$ cat config.mk
export PLATFORM = sky130hd
export DESIGN_NAME = uart_rx
export DESIGN_NICKNAME = d
export VERILOG_FILES = /design/src/rtl/uart_rx.sv
export SDC_FILE = /design/constraint.sdc
export NUM_CORES = 1
export LEC_CHECK = 0
export ABC_CLOCK_PERIOD_IN_PS = 2000
export CORE_ASPECT_RATIO = 1.2
export CORE_UTILIZATION = 25
export CTS_BUF_LIST = sky130_fd_sc_hd__clkbuf_4 sky130_fd_sc_hd__clkbuf_8
export DETAILED_ROUTE_END_ITERATION = 8
export DONT_BUFFER_PORTS = 1
export GPL_TIMING_DRIVEN = 0
export SLEW_MARGIN = 10
export SYNTH_ARGS = -nofsm -noshare
export SYNTH_HDL_FRONTEND = slang
export SYNTH_SLANG_ARGS = --single-unit
$ cat constraint.sdc
create_clock -name clk -period 2 [get_ports clk]
set_input_delay 0.3 -clock clk [delete_from_list [all_inputs] [get_ports clk]]
set_output_delay 0.3 -clock clk [all_outputs]
set_load 0.01 [all_outputs]
$ cat src/rtl/uart_rx.sv
// UART receiver, 8N1 with 16x oversampling and a one-cycle rx_done_tick per frame.
// Defining UART_RX_PARITY_EN adds an even-parity bit (8E1) and drives parity_err.
module uart_rx #(
    parameter int DBIT    = 8,
    parameter int SB_TICK = 16,
    parameter int DVSR    = 54
) (
    input  logic            clk,
    input  logic            reset_n,
    input  logic            rx,
    output logic [DBIT-1:0] rx_data,
    output logic            rx_done_tick,
    output logic            frame_err,
    output logic            parity_err
);
    localparam int NW = (DBIT > 1) ? $clog2(DBIT) : 1;
    localparam int CW = (DVSR > 1) ? $clog2(DVSR) : 1;

    typedef enum logic [2:0] {IDLE, START, DATA, PARITY, STOP} state_t;

    state_t          state;
    logic            rx_meta;
    logic            rx_s;
    logic [CW-1:0]   tick_cnt;
    logic            s_tick;
    logic [3:0]      s_reg;
    logic [NW-1:0]   n_reg;
    logic [DBIT-1:0] b_reg;
`ifdef UART_RX_PARITY_EN
    logic            par_bit;
`endif

    // rx is asynchronous; everything downstream looks only at rx_s.
    always_ff @(posedge clk or negedge reset_n) begin
        if (!reset_n) begin
            rx_meta <= 1'b1;
            rx_s    <= 1'b1;
        end else begin
            rx_meta <= rx;
            rx_s    <= rx_meta;
        end
    end

    assign s_tick = (tick_cnt == CW'(DVSR - 1));

    always_ff @(posedge clk or negedge reset_n) begin
        if (!reset_n) begin
            tick_cnt <= '0;
        end else if (s_tick) begin
            tick_cnt <= '0;
        end else begin
            tick_cnt <= tick_cnt + CW'(1);
        end
    end

    always_ff @(posedge clk or negedge reset_n) begin
        if (!reset_n) begin
            state        <= IDLE;
            s_reg        <= '0;
            n_reg        <= '0;
            b_reg        <= '0;
            rx_data      <= '0;
            rx_done_tick <= 1'b0;
            frame_err    <= 1'b0;
`ifdef UART_RX_PARITY_EN
            par_bit      <= 1'b0;
            parity_err   <= 1'b0;
`endif
        end else begin
            rx_done_tick <= 1'b0;
            case (state)
                IDLE: begin
                    if (!rx_s) begin
                        state <= START;
                        s_reg <= '0;
                    end
                end
                START: begin
                    if (s_tick) begin
                        if (s_reg == 4'd7) begin
                            // Line back high at mid start bit: treat as a glitch.
                            if (!rx_s) begin
                                state <= DATA;
                                s_reg <= '0;
                                n_reg <= '0;
                            end else begin
                                state <= IDLE;
                            end
                        end else begin
                            s_reg <= s_reg + 4'd1;
                        end
                    end
                end
                DATA: begin
                    if (s_tick) begin
                        if (s_reg == 4'd15) begin
                            s_reg <= '0;
                            b_reg <= {rx_s, b_reg[DBIT-1:1]};
                            if (n_reg == NW'(DBIT - 1)) begin
`ifdef UART_RX_PARITY_EN
                                state <= PARITY;
`else
                                state <= STOP;
`endif
                            end else begin
                                n_reg <= n_reg + NW'(1);
                            end
                        end else begin
                            s_reg <= s_reg + 4'd1;
                        end
                    end
                end
`ifdef UART_RX_PARITY_EN
                PARITY: begin
                    if (s_tick) begin
                        if (s_reg == 4'd15) begin
                            s_reg   <= '0;
                            par_bit <= rx_s;
                            state   <= STOP;
                        end else begin
                            s_reg <= s_reg + 4'd1;
                        end
                    end
                end
`endif
                STOP: begin
                    if (s_tick) begin
                        // Leaving at mid stop bit lets a back-to-back start edge be caught.
                        if (s_reg == 4'(SB_TICK - 1)) begin
                            state        <= IDLE;
                            rx_done_tick <= 1'b1;
                            rx_data      <= b_reg;
                            frame_err    <= ~rx_s;
`ifdef UART_RX_PARITY_EN
                            parity_err   <= ^b_reg ^ par_bit;
`endif
                        end else begin
                            s_reg <= s_reg + 4'd1;
                        end
                    end
                end
                default: state <= IDLE;
            endcase
        end
    end

`ifndef UART_RX_PARITY_EN
    assign parity_err = 1'b0;
`endif

endmodule

==> out/qor.yml, run 1 <==
outcome:
  outcome: "finished, final reports clean"
critical_path:
  path_buf_inv: 0
  slowest_delay_ns: 0.49
  r2r_slack_ns: 0.03
  cp_common_cell: "ha_1"
  path_cells: "ha_1 > ha_1 > a2111oi_0 > a211o_1 > mux2_2"
  worstPathRequired_ns: 2.18
  path_delay_family: "compound AO/OA/AOI/OAI gates"
  endpoint: "state[0]$_DFFE_PN0P_"
  start_kind: "register"
  slowest_stage: "a2111oi_0"
  cp_data_arrival_time_ns: 2.15
  worstSetupStartpoint: "n_reg[0]$_DFFE_PN0P_"
  r2r_start: "n_reg[0]$_DFFE_PN0P_"
  cp-end-kind: "register"
  rr_endpoint: "state[0]$_DFFE_PN0P_"
  cp_max_fo: 3
  worstSetupPathDepth: 5
  crit_type: "reg -> reg"
  rr_worst_depth: 5
yosys:
  synth_cell_type_count: 38
  synth_ff_type: "dfrtp_1"
  synthTopCellsByCount: "dfrtp_1 (34), mux2_2 (23), nor2_1 (12)"
  synth.avg_cell_area_um2: 12.5
  synth_area_um2: 1730
  yosysMostFrequentCell: "dfrtp_1"
  syn_inst: 138
  yosys.area.top_type: "dfrtp_1"
  ys_seq_area_frac: 0.523
  yosys_warnings: 0
  async_reset_ff_frac: 1.00
  synth_edf_count: 0
  yosysTopAreaCellShare: 0.492
  synth_nets: 146
  ys_seq_elements: 36
  synth_area_leaders: "dfrtp_1 (49%), mux2_2 (15%), ha_1 (3.6%)"
sta:
  hold_violations: 0
  tns_ns: 0
  fin_worst_skew_ns: 0.00655
  finalSetupViolations: 0
  report.final.slew_viol_count: 0
  fmax_mhz: 507
  fin_crit_sh: 0.986
  period_minus_slack_ns: 1.97
  setup_slack_ns: 0.0283
layout:
  instances_no_fill: 236
  nets: 158
  diodes: 0
  final_core_util: 0.309
  area_growth_pct: 17.3
  drive_gt1_frac: 0.344
floorplan:
  die_area_um2: 7250
  io-pin-count: 14
  core_um2: 6570
  start_util: 0.263
  die_w_um: 77.9
  rows: 32
  die_y_um: 93.1
run:
  drv_cap: 0
power_and_ir_drop:
  power.leakage_nw: 0.946
  powerDensity_nw_per_um2: 625
  peakVddDrop_mv: 0.234
  power.total_mw: 1.27
clock_network:
  clk_pin_slew_ns: 0.07
  cts_tree: "yes"
  root_buffer: "clkbuf_8"
  insertion_delay_ns: 0.29
  ctsHtreeMaxLevel: 2
  numCtsBuffers: 5
  clockBufferDepth: 2
  cts.sinks: 36
drt:
  post-route-drc-count: 0
  drt_first_iter_violations: 42
  wirelength_mm: 3.06
  vias_per_cell: 4.58
  ant_nets: 0
  routedWlPerCell_um: 13.0
  vias: 1082
  drt-pass1-iter-count: 4
worst_hold_path:
  holdCritPathClass: "reg -> reg"
grt:
  grt_max_degree: 37
  grt.total_usage: 0.0940
  grt_pass1_vias: 1103
  antenna_found_initial: 0
  grt_pass1_wl_mm: 5.22
  grt.overflow.total: 0
place:
  io_buffers: 0
  dpl_worst_slack_ns: -0.107
  dp.cells: 223
  dpl.hpwl_mm: 2.11
  place.gp.congestion: 0.769
-- layout make-up --
class	instances	area (um^2)
fill	679	4540
sequential	36	903
tap	85	106
multi-input combinational	95	812
buffer	5	30.0
clock buffer	5	68.8
timing repair buffer	5	80.1
inverter	2	7.51
clock inverter	3	18.8
-- where the power goes --
part	total, mW	switching, mW	internal [mW]	leakage, nW
clock network	0.506	0.264	0.242	0.0479
logic	0.0274	0.0185	0.00889	0.422
registers	0.733	0.00181	0.731	0.477
total	1.27	0.284	0.983	0.946
-- kinds of logic (layout without fill, tap and decap cells) --
| family | Yosys count | in the layout | share of synthesized area |
|---|---|---|---|
| AOI/OAI and AO/OA | 20 | 20 | 0.0934 |
| xor gates and xnor gates | 5 | 5 | 0.0253 |
| adders and majority gates | 5 | 5 | 0.0362 |
| buffers and inverters | 7 | 20 | 0.0217 |
| DFF | 36 | 36 | 0.523 |
| muxes | 23 | 23 | 0.150 |
| other | 1 | 1 | 0.00217 |
| and+or+nand+nor | 41 | 41 | 0.148 |
-- repair_timing --
action,CTS,global route
setup endpoints to repair,18,23
pin swaps,2,2
hold endpoints to repair,37,0
hold buffers,3,0
buffers inserted,1,1
gates resized for setup,1,4
-- worst min path at each step --
stage                      startpoint                   end  slack, ns  cells after the start
floorplan                     reset_n  b_reg[0]$_DFFE_PN0P_      0.004                      0
global placement              reset_n  state[1]$_DFFE_PN0P_      0.007                      0
detailed placement            reset_n  state[2]$_DFFE_PN0P_      0.007                      0
CTS                 rx_meta$_DFF_PN1_        rx_s$_DFF_PN1_       0.36                      0
global route        rx_meta$_DFF_PN1_        rx_s$_DFF_PN1_       0.36                      0
finish              rx_meta$_DFF_PN1_        rx_s$_DFF_PN1_       0.36                      0
-- through the flow --
step	hold slack, ns	cell area, um^2
2_1_floorplan	0.00441	1730
3_3_place_gp	0.00662	1830
3_5_place_dp	0.00675	1830
4_1_cts	0.357	1990
5_1_grt	0.361	2030
6_report	0.356	2030
-- routing by layer --
layer,share of wire,global-route usage,vias up
met1,0.45,0.116,530
met4,0.016,0.0370,0
met5,0,0,-
met3,0.046,0.0371,6
met2,0.49,0.147,19
li1,-,-,527
-- worst register-to-register path, cell delays in order, from the launching register on --
cell and delay [ns]:
dfrtp_1 0.40, ha_1 0.21, ha_1 0.20, a2111oi_0 0.49, a211o_1 0.22, mux2_2 0.34
-- cell usage in the layout (no fill, tap or decap), types with 2 or more instances in the layout --
master         synthesis  final
dlygate4sd3_1          0      2
dfstp_2                2      2
nand3_1                4      3
clkbuf_8               0      5
xnor2_1                3      3
o21ai_0                2      2
buf_12                 0      3
dfrtp_1               34     34
mux2_2                23     23
and3_1                 4      4
buf_2                  3      3
o21a_1                 2      2
nor3b_1                4      4
nor3_4                 2      2
a22o_1                 3      3
o22ai_1                4      4
xor2_1                 2      2
nor2_1                12     12
nor3_1                 2      2
clkinv_2               0      2
inv_1                  2      2
buf_4                  2      2
ha_1                   5      5
nand2_1                4      3
Note: power is estimated with default switching activity, not from simulation.
==> run 2, diff against run 1 <==
CORE_UTILIZATION = 30   (was 25)
==> out/qor.yml, run 2 (synthesized netlist as in run 1, its figures left out) <==
sta:
  fin_worst_skew_ns: 0.00636  # was 0.00655 ns
  tns_ns: 0  # unchanged
  hold_violations: 0  # unchanged
  finalSetupViolations: 0  # unchanged
  period_minus_slack_ns: 1.94  # was 1.97 ns
  fin_crit_sh: 0.972  # was 0.986
  report.final.slew_viol_count: 0  # unchanged
  fmax_mhz: 514  # was 507 MHz
place:
  place.gp.congestion: 0.832  # was 0.769
  placed_cell_area_um2: 1810  # was 1830 um^2
  dp.cells: 200  # was 223
  io_buffers: 0  # unchanged
  dpl.hpwl_mm: 2.17  # was 2.11 mm
floorplan:
  rows: 29  # was 32
  die_area_um2: 6070  # was 7250 um^2
  start_util: 0.320  # was 0.263
  io-pin-count: 14  # unchanged
  die_w_um: 71.3  # was 77.9 um
  core_um2: 5410  # was 6570 um^2
  die_y_um: 85.1  # was 93.1 um
layout:
  drive_gt1_frac: 0.355  # was 0.344
  final_core_util: 0.377  # was 0.309
  regArea_um2: 903  # unchanged
  multi_input_area_um2: 821  # was 812 um^2
  area_growth_pct: 18.1  # was 17.3%
  instances_no_fill: 214  # was 236
  layout_common_cells: "dfrtp_1 (34), mux2_2 (23), nor2_1 (12)"  # unchanged
  stdcell_area_um2: 2040  # was 2030 um^2
  mostFrequentLayoutCell: "dfrtp_1"  # unchanged
  nets: 159  # was 158
  diodes: 0  # unchanged
  fill_cells: 522  # was 679
clock_network:
  cts.sinks: 36  # unchanged
  ctsHtreeMaxLevel: 2  # unchanged
  clockBufferDepth: 2  # unchanged
  root_buffer: "clkbuf_8"  # unchanged
  insertion_delay_ns: 0.28  # was 0.29 ns
  clk_pin_slew_ns: 0.07  # about the same
  cts_tree: "yes"  # unchanged
  numCtsBuffers: 5  # unchanged
critical_path:
  worstPathRequired_ns: 2.17  # was 2.18 ns
  cp_max_fo: 10  # was 3
  start_kind: "register"  # unchanged
  crit_type: "reg -> reg"  # unchanged
  cp-end-kind: "register"  # unchanged
  cp_data_arrival_time_ns: 2.11  # was 2.15 ns
power_and_ir_drop:
  power.total_mw: 1.39  # was 1.27 mW
  p_seq_frac: 0.528  # was 0.579
  p_switching_uw: 264  # was 284 uW
  p_sw_frac: 0.190  # was 0.224
  power.leakage_nw: 0.963  # was 0.946 nW
  pwr-share-comb: 0.020  # was 0.022
  peakVddDrop_mv: 0.619  # was 0.234 mV
  internal_power_mw: 1.12  # was 983 uW
  power_frac_clock: 0.452  # was 0.400
  powerDensity_nw_per_um2: 680  # was 625 nW/um^2
grt:
  grt_pass1_vias: 1217  # was 1103
  grt.total_usage: 0.116  # was 0.0940
  grt.overflow.total: 0  # unchanged
  antenna_found_initial: 0  # unchanged
  grt_util_met1: 0.125  # was 0.116
  busiest_layer: "met2"  # unchanged
  grt_util_met2: 0.203  # was 0.147
  met3_usage: 0.0344  # was 0.0371
  grt_max_degree: 37  # unchanged
  grt_pass1_wl_mm: 5.55  # was 5.22 mm
drt:
  ant_nets: 0  # unchanged
  wirelength_mm: 3.06  # about the same
  drt-pass1-iter-count: 3  # was 4
  drt_first_iter_violations: 11  # was 42
  vias_per_cell: 5.24  # was 4.58
  routedWlPerCell_um: 14.3  # was 13.0 um
  vias: 1122  # was 1082
  post-route-drc-count: 0  # unchanged
outcome:
  outcome: "finished, final reports clean"  # unchanged
worst_hold_path:
  holdCritPathClass: "reg -> reg"  # unchanged
run:
  drv_cap: 0  # unchanged
==> run 2: per-layer routing <==
metal | up-vias | routed length (um) | part of all wire
met5 | - | 0 | 0
met4 | 0 | 58 | 0.019
met3 | 6 | 138 | 0.045
met2 | 15 | 1660 | 0.54
met1 | 571 | 1200 | 0.39
li1 | 530 | - | -
==> run 2: worst paths after layout <==
check	start	to	slack, ns	cells after the start
setup reg to reg	state[2]$_DFFE_PN0P_	state[0]$_DFFE_PN0P_	0.06	6
hold / removal	rx_meta$_DFF_PN1_	rx_s$_DFF_PN1_	0.36	0
hold reg to reg	rx_meta$_DFF_PN1_	rx_s$_DFF_PN1_	0.36	0
setup / recovery	state[2]$_DFFE_PN0P_	state[0]$_DFFE_PN0P_	0.06	6
min in group asynchronous	reset_n	tick_cnt[2]$_DFF_PN0_	0.45	2
max in group asynchronous	reset_n	rx_s$_DFF_PN1_	1.29	2
==> run 2: worst max-delay path, cell delays in order (launching register included) <==
cell and delay [ns]:
dfrtp_1 0.37, buf_4 0.18, or3b_1 0.36, buf_4 0.17, o22ai_4 0.20, a211o_1 0.19, mux2_2 0.35
==> run 2: power by group through the flow <==
stage	combinational, mW	clock (mW)	sequential [mW]
after detailed placement	0.00554	0	0.747
final	0.0271	0.627	0.733
after global routing	0.0318	0.686	0.732
after floorplan	0.00472	0	0.746
after CTS	0.0266	0.654	0.733
after global placement	0.00538	0	0.747
==> run 2: timing repair <==
item                                    in CTS  in global routing
endpoints found under the hold margin       36                  1
gates resized for setup                      2                  8
hold buffers                                 2                  1
pin swaps                                    2                  3
endpoints found under the setup margin      20                 23
buffers inserted                             2                  1
==> run 2: final cells by class <==
class / count / share of cell area
Buffer: 5 / 0.0159
Clock buffer: 6 / 0.0374
Clock inverter: 2 / 0.0172
Inverter: 2 / 0.00368
Multi-Input combinational cell: 95 / 0.402
Sequential cell: 36 / 0.443
Tap cell: 62 / 0.0380
Timing Repair Buffer: 6 / 0.0429
==> run 2: through the flow <==
| step | hold slack (ns) | setup WS [ns] |
|---|---|---|
| after detailed placement | 0.00519 | -0.106 |
| after floorplan | 0.00441 | 0.169 |
| final | 0.355 | 0.0564 |
| after CTS | 0.00140 | 0.0187 |
| after global routing | 0.362 | -0.0187 |
| after global placement | 0.00561 | -0.0336 |
==> run 3, diff against run 2 <==
MAX_ROUTING_LAYER = met4   (was unset)
==> out/qor.yml, run 3 (synthesized netlist as in run 1, its figures left out) <==
critical_path:
  worstPathRequired_ns: 2.17  # about the same
  r2r_slack_ns: 0.05  # was 0.06 ns
  r2r_start: "state[2]$_DFFE_PN0P_"  # unchanged
  cp-end-kind: "register"  # unchanged
  cp_data_arrival_time_ns: 2.12  # was 2.11 ns
  crit_type: "reg -> reg"  # unchanged
  rr_worst_depth: 6  # unchanged
  start_kind: "register"  # unchanged
  cp_max_fo: 10  # unchanged
  rr_endpoint: "state[0]$_DFFE_PN0P_"  # unchanged
power_and_ir_drop:
  p_seq_frac: 0.527  # was 0.528
  peakVddDrop_mv: 0.622  # was 0.619 mV
  p_sw_frac: 0.193  # was 0.190
  power_frac_clock: 0.454  # was 0.452
  pwr-share-comb: 0.019  # was 0.020
  internal_power_mw: 1.12  # about the same
  power.leakage_nw: 0.963  # unchanged
  powerDensity_nw_per_um2: 682  # was 680 nW/um^2
  p_switching_uw: 268  # was 264 uW
sta:
  fin_worst_skew_ns: 0.00677  # was 0.00636 ns
  fin_crit_sh: 0.973  # was 0.972
  report.final.slew_viol_count: 0  # unchanged
  fmax_mhz: 514  # about the same
  hold_violations: 0  # unchanged
  finalSetupViolations: 0  # unchanged
  period_minus_slack_ns: 1.95  # was 1.94 ns
  setup_slack_ns: 0.0534  # was 0.0564 ns
  whs_ns: 0.355  # about the same
grt:
  grt.total_usage: 0.119  # was 0.116
  antenna_found_initial: 0  # unchanged
  grt.overflow.total: 0  # unchanged
  grt_pass1_wl_mm: 5.56  # was 5.55 mm
  grt_max_degree: 37  # unchanged
  grt_pass1_vias: 1214  # was 1217
floorplan:
  core_um2: 5410  # unchanged
  start_util: 0.320  # unchanged
  die_y_um: 85.1  # unchanged
  io-pin-count: 14  # unchanged
  die_w_um: 71.3  # unchanged
  rows: 29  # unchanged
  die_area_um2: 6070  # unchanged
drt:
  post-route-drc-count: 0  # unchanged
  drt_first_iter_violations: 14  # was 11
  ant_nets: 0  # unchanged
  wirelength_mm: 3.09  # was 3.06 mm
  drt-pass1-iter-count: 3  # unchanged
  vias_per_cell: 5.29  # was 5.24
  vias: 1132  # was 1122
  routedWlPerCell_um: 14.4  # was 14.3 um
layout:
  instances_no_fill: 214  # unchanged
  drive_gt1_frac: 0.355  # unchanged
  diodes: 0  # unchanged
  mostFrequentLayoutCell: "dfrtp_1"  # unchanged
  nets: 159  # unchanged
  area_growth_pct: 18.1  # unchanged
  layout_common_cells: "dfrtp_1 (34), mux2_2 (23), nor2_1 (12)"  # unchanged
  fill_cells: 522  # unchanged
place:
  dpl.hpwl_mm: 2.17  # unchanged
  io_buffers: 0  # unchanged
  dpl_worst_slack_ns: -0.106  # unchanged
  dp.cells: 200  # unchanged
  place.gp.congestion: 0.845  # was 0.832
outcome:
  outcome: "finished, final reports clean"  # unchanged
worst_hold_path:
  holdCritPathClass: "reg -> reg"  # unchanged
  hold_depth: 0  # unchanged
  holdPathEnd: "rx_s$_DFF_PN1_"  # unchanged
  hp-start: "rx_meta$_DFF_PN1_"  # unchanged
run:
  drv_cap: 0  # unchanged
clock_network:
  insertion_delay_ns: 0.29  # was 0.28 ns
  cts_tree: "yes"  # unchanged
  clockBufferDepth: 2  # unchanged
  clk_pin_slew_ns: 0.07  # about the same
  ctsHtreeMaxLevel: 2  # unchanged
  numCtsBuffers: 5  # unchanged
  root_buffer: "clkbuf_8"  # unchanged
  cts.sinks: 36  # unchanged
==> run 3: layout make-up <==
class                   count  area [um^2]  share of cell area
plain buffers               5         32.5              0.0159
clock inverters             2         35.0              0.0172
repair buffers              6         87.6              0.0429
inverters                   2         7.51             0.00368
flip-flops and latches     36          903               0.443
clock buffers               6         76.3              0.0374
well taps                  62         77.6              0.0380
multi-input cells          95          821               0.402
==> run 3: worst max-delay path by stage <==
stage	cells after the start	slack [ns]	end	startpoint
2_1_floorplan	6	0.17	frame_err$_DFFE_PN0P_	tick_cnt[1]$_DFF_PN0_
3_3_place_gp	6	-0.03	rx_data[0]$_DFFE_PN0P_	tick_cnt[1]$_DFF_PN0_
3_5_place_dp	6	-0.11	rx_data[4]$_DFFE_PN0P_	tick_cnt[1]$_DFF_PN0_
4_1_cts	5	0.02	state[0]$_DFFE_PN0P_	n_reg[0]$_DFFE_PN0P_
5_1_grt	6	-0.02	state[0]$_DFFE_PN0P_	state[2]$_DFFE_PN0P_
6_report	6	0.05	state[0]$_DFFE_PN0P_	state[2]$_DFFE_PN0P_
==> run 3: repair_timing <==
item / 4_1_cts / 5_1_grt
gates cloned: 0 / 0
setup endpoints to repair: 20 / 23
gates resized for setup: 2 / 8
buffers inserted: 2 / 1
endpoints found under the hold margin: 36 / 1
hold buffers: 2 / 1
pin swaps: 2 / 3
==> run 3: critical path: stages (launching register included) <==
cell	delay, ns
dfrtp_1	0.37
buf_4	0.18
or3b_1	0.36
buf_4	0.17
o22ai_4	0.20
a211o_1	0.19
mux2_2	0.35
==> run 3: metal layers <==
layer	global-route usage	wire, um	vias to the layer above
met1	0.128	1220	580
li1	-	-	531
met2	0.201	1670	14
met5	-	0	-
met4	0.0618	57	0
met3	0.0321	139	7
==> run 3: power groups by stage <==
stage          logic, mW  clock network, mW  registers, mW
6_report          0.0271              0.632          0.733
5_1_grt           0.0318              0.685          0.732
4_1_cts           0.0266              0.654          0.733
3_5_place_dp     0.00554                  0          0.747
3_3_place_gp     0.00538                  0          0.747
2_1_floorplan    0.00472                  0          0.746
==> run 3: through the flow <==
step / utilization / area [um^2] / setup TNS (ns) / total power, mW
CTS: 0.371 / 2000 / 0 / 1.41
detailed placement: 0.334 / 1810 / -1.02 / 0.752
finish: 0.377 / 2040 / 0 / 1.39
global route: 0.377 / 2040 / -0.0428 / 1.45
floorplan: - / 1730 / 0 / 0.751
global placement: 0.334 / 1810 / -0.293 / 0.752
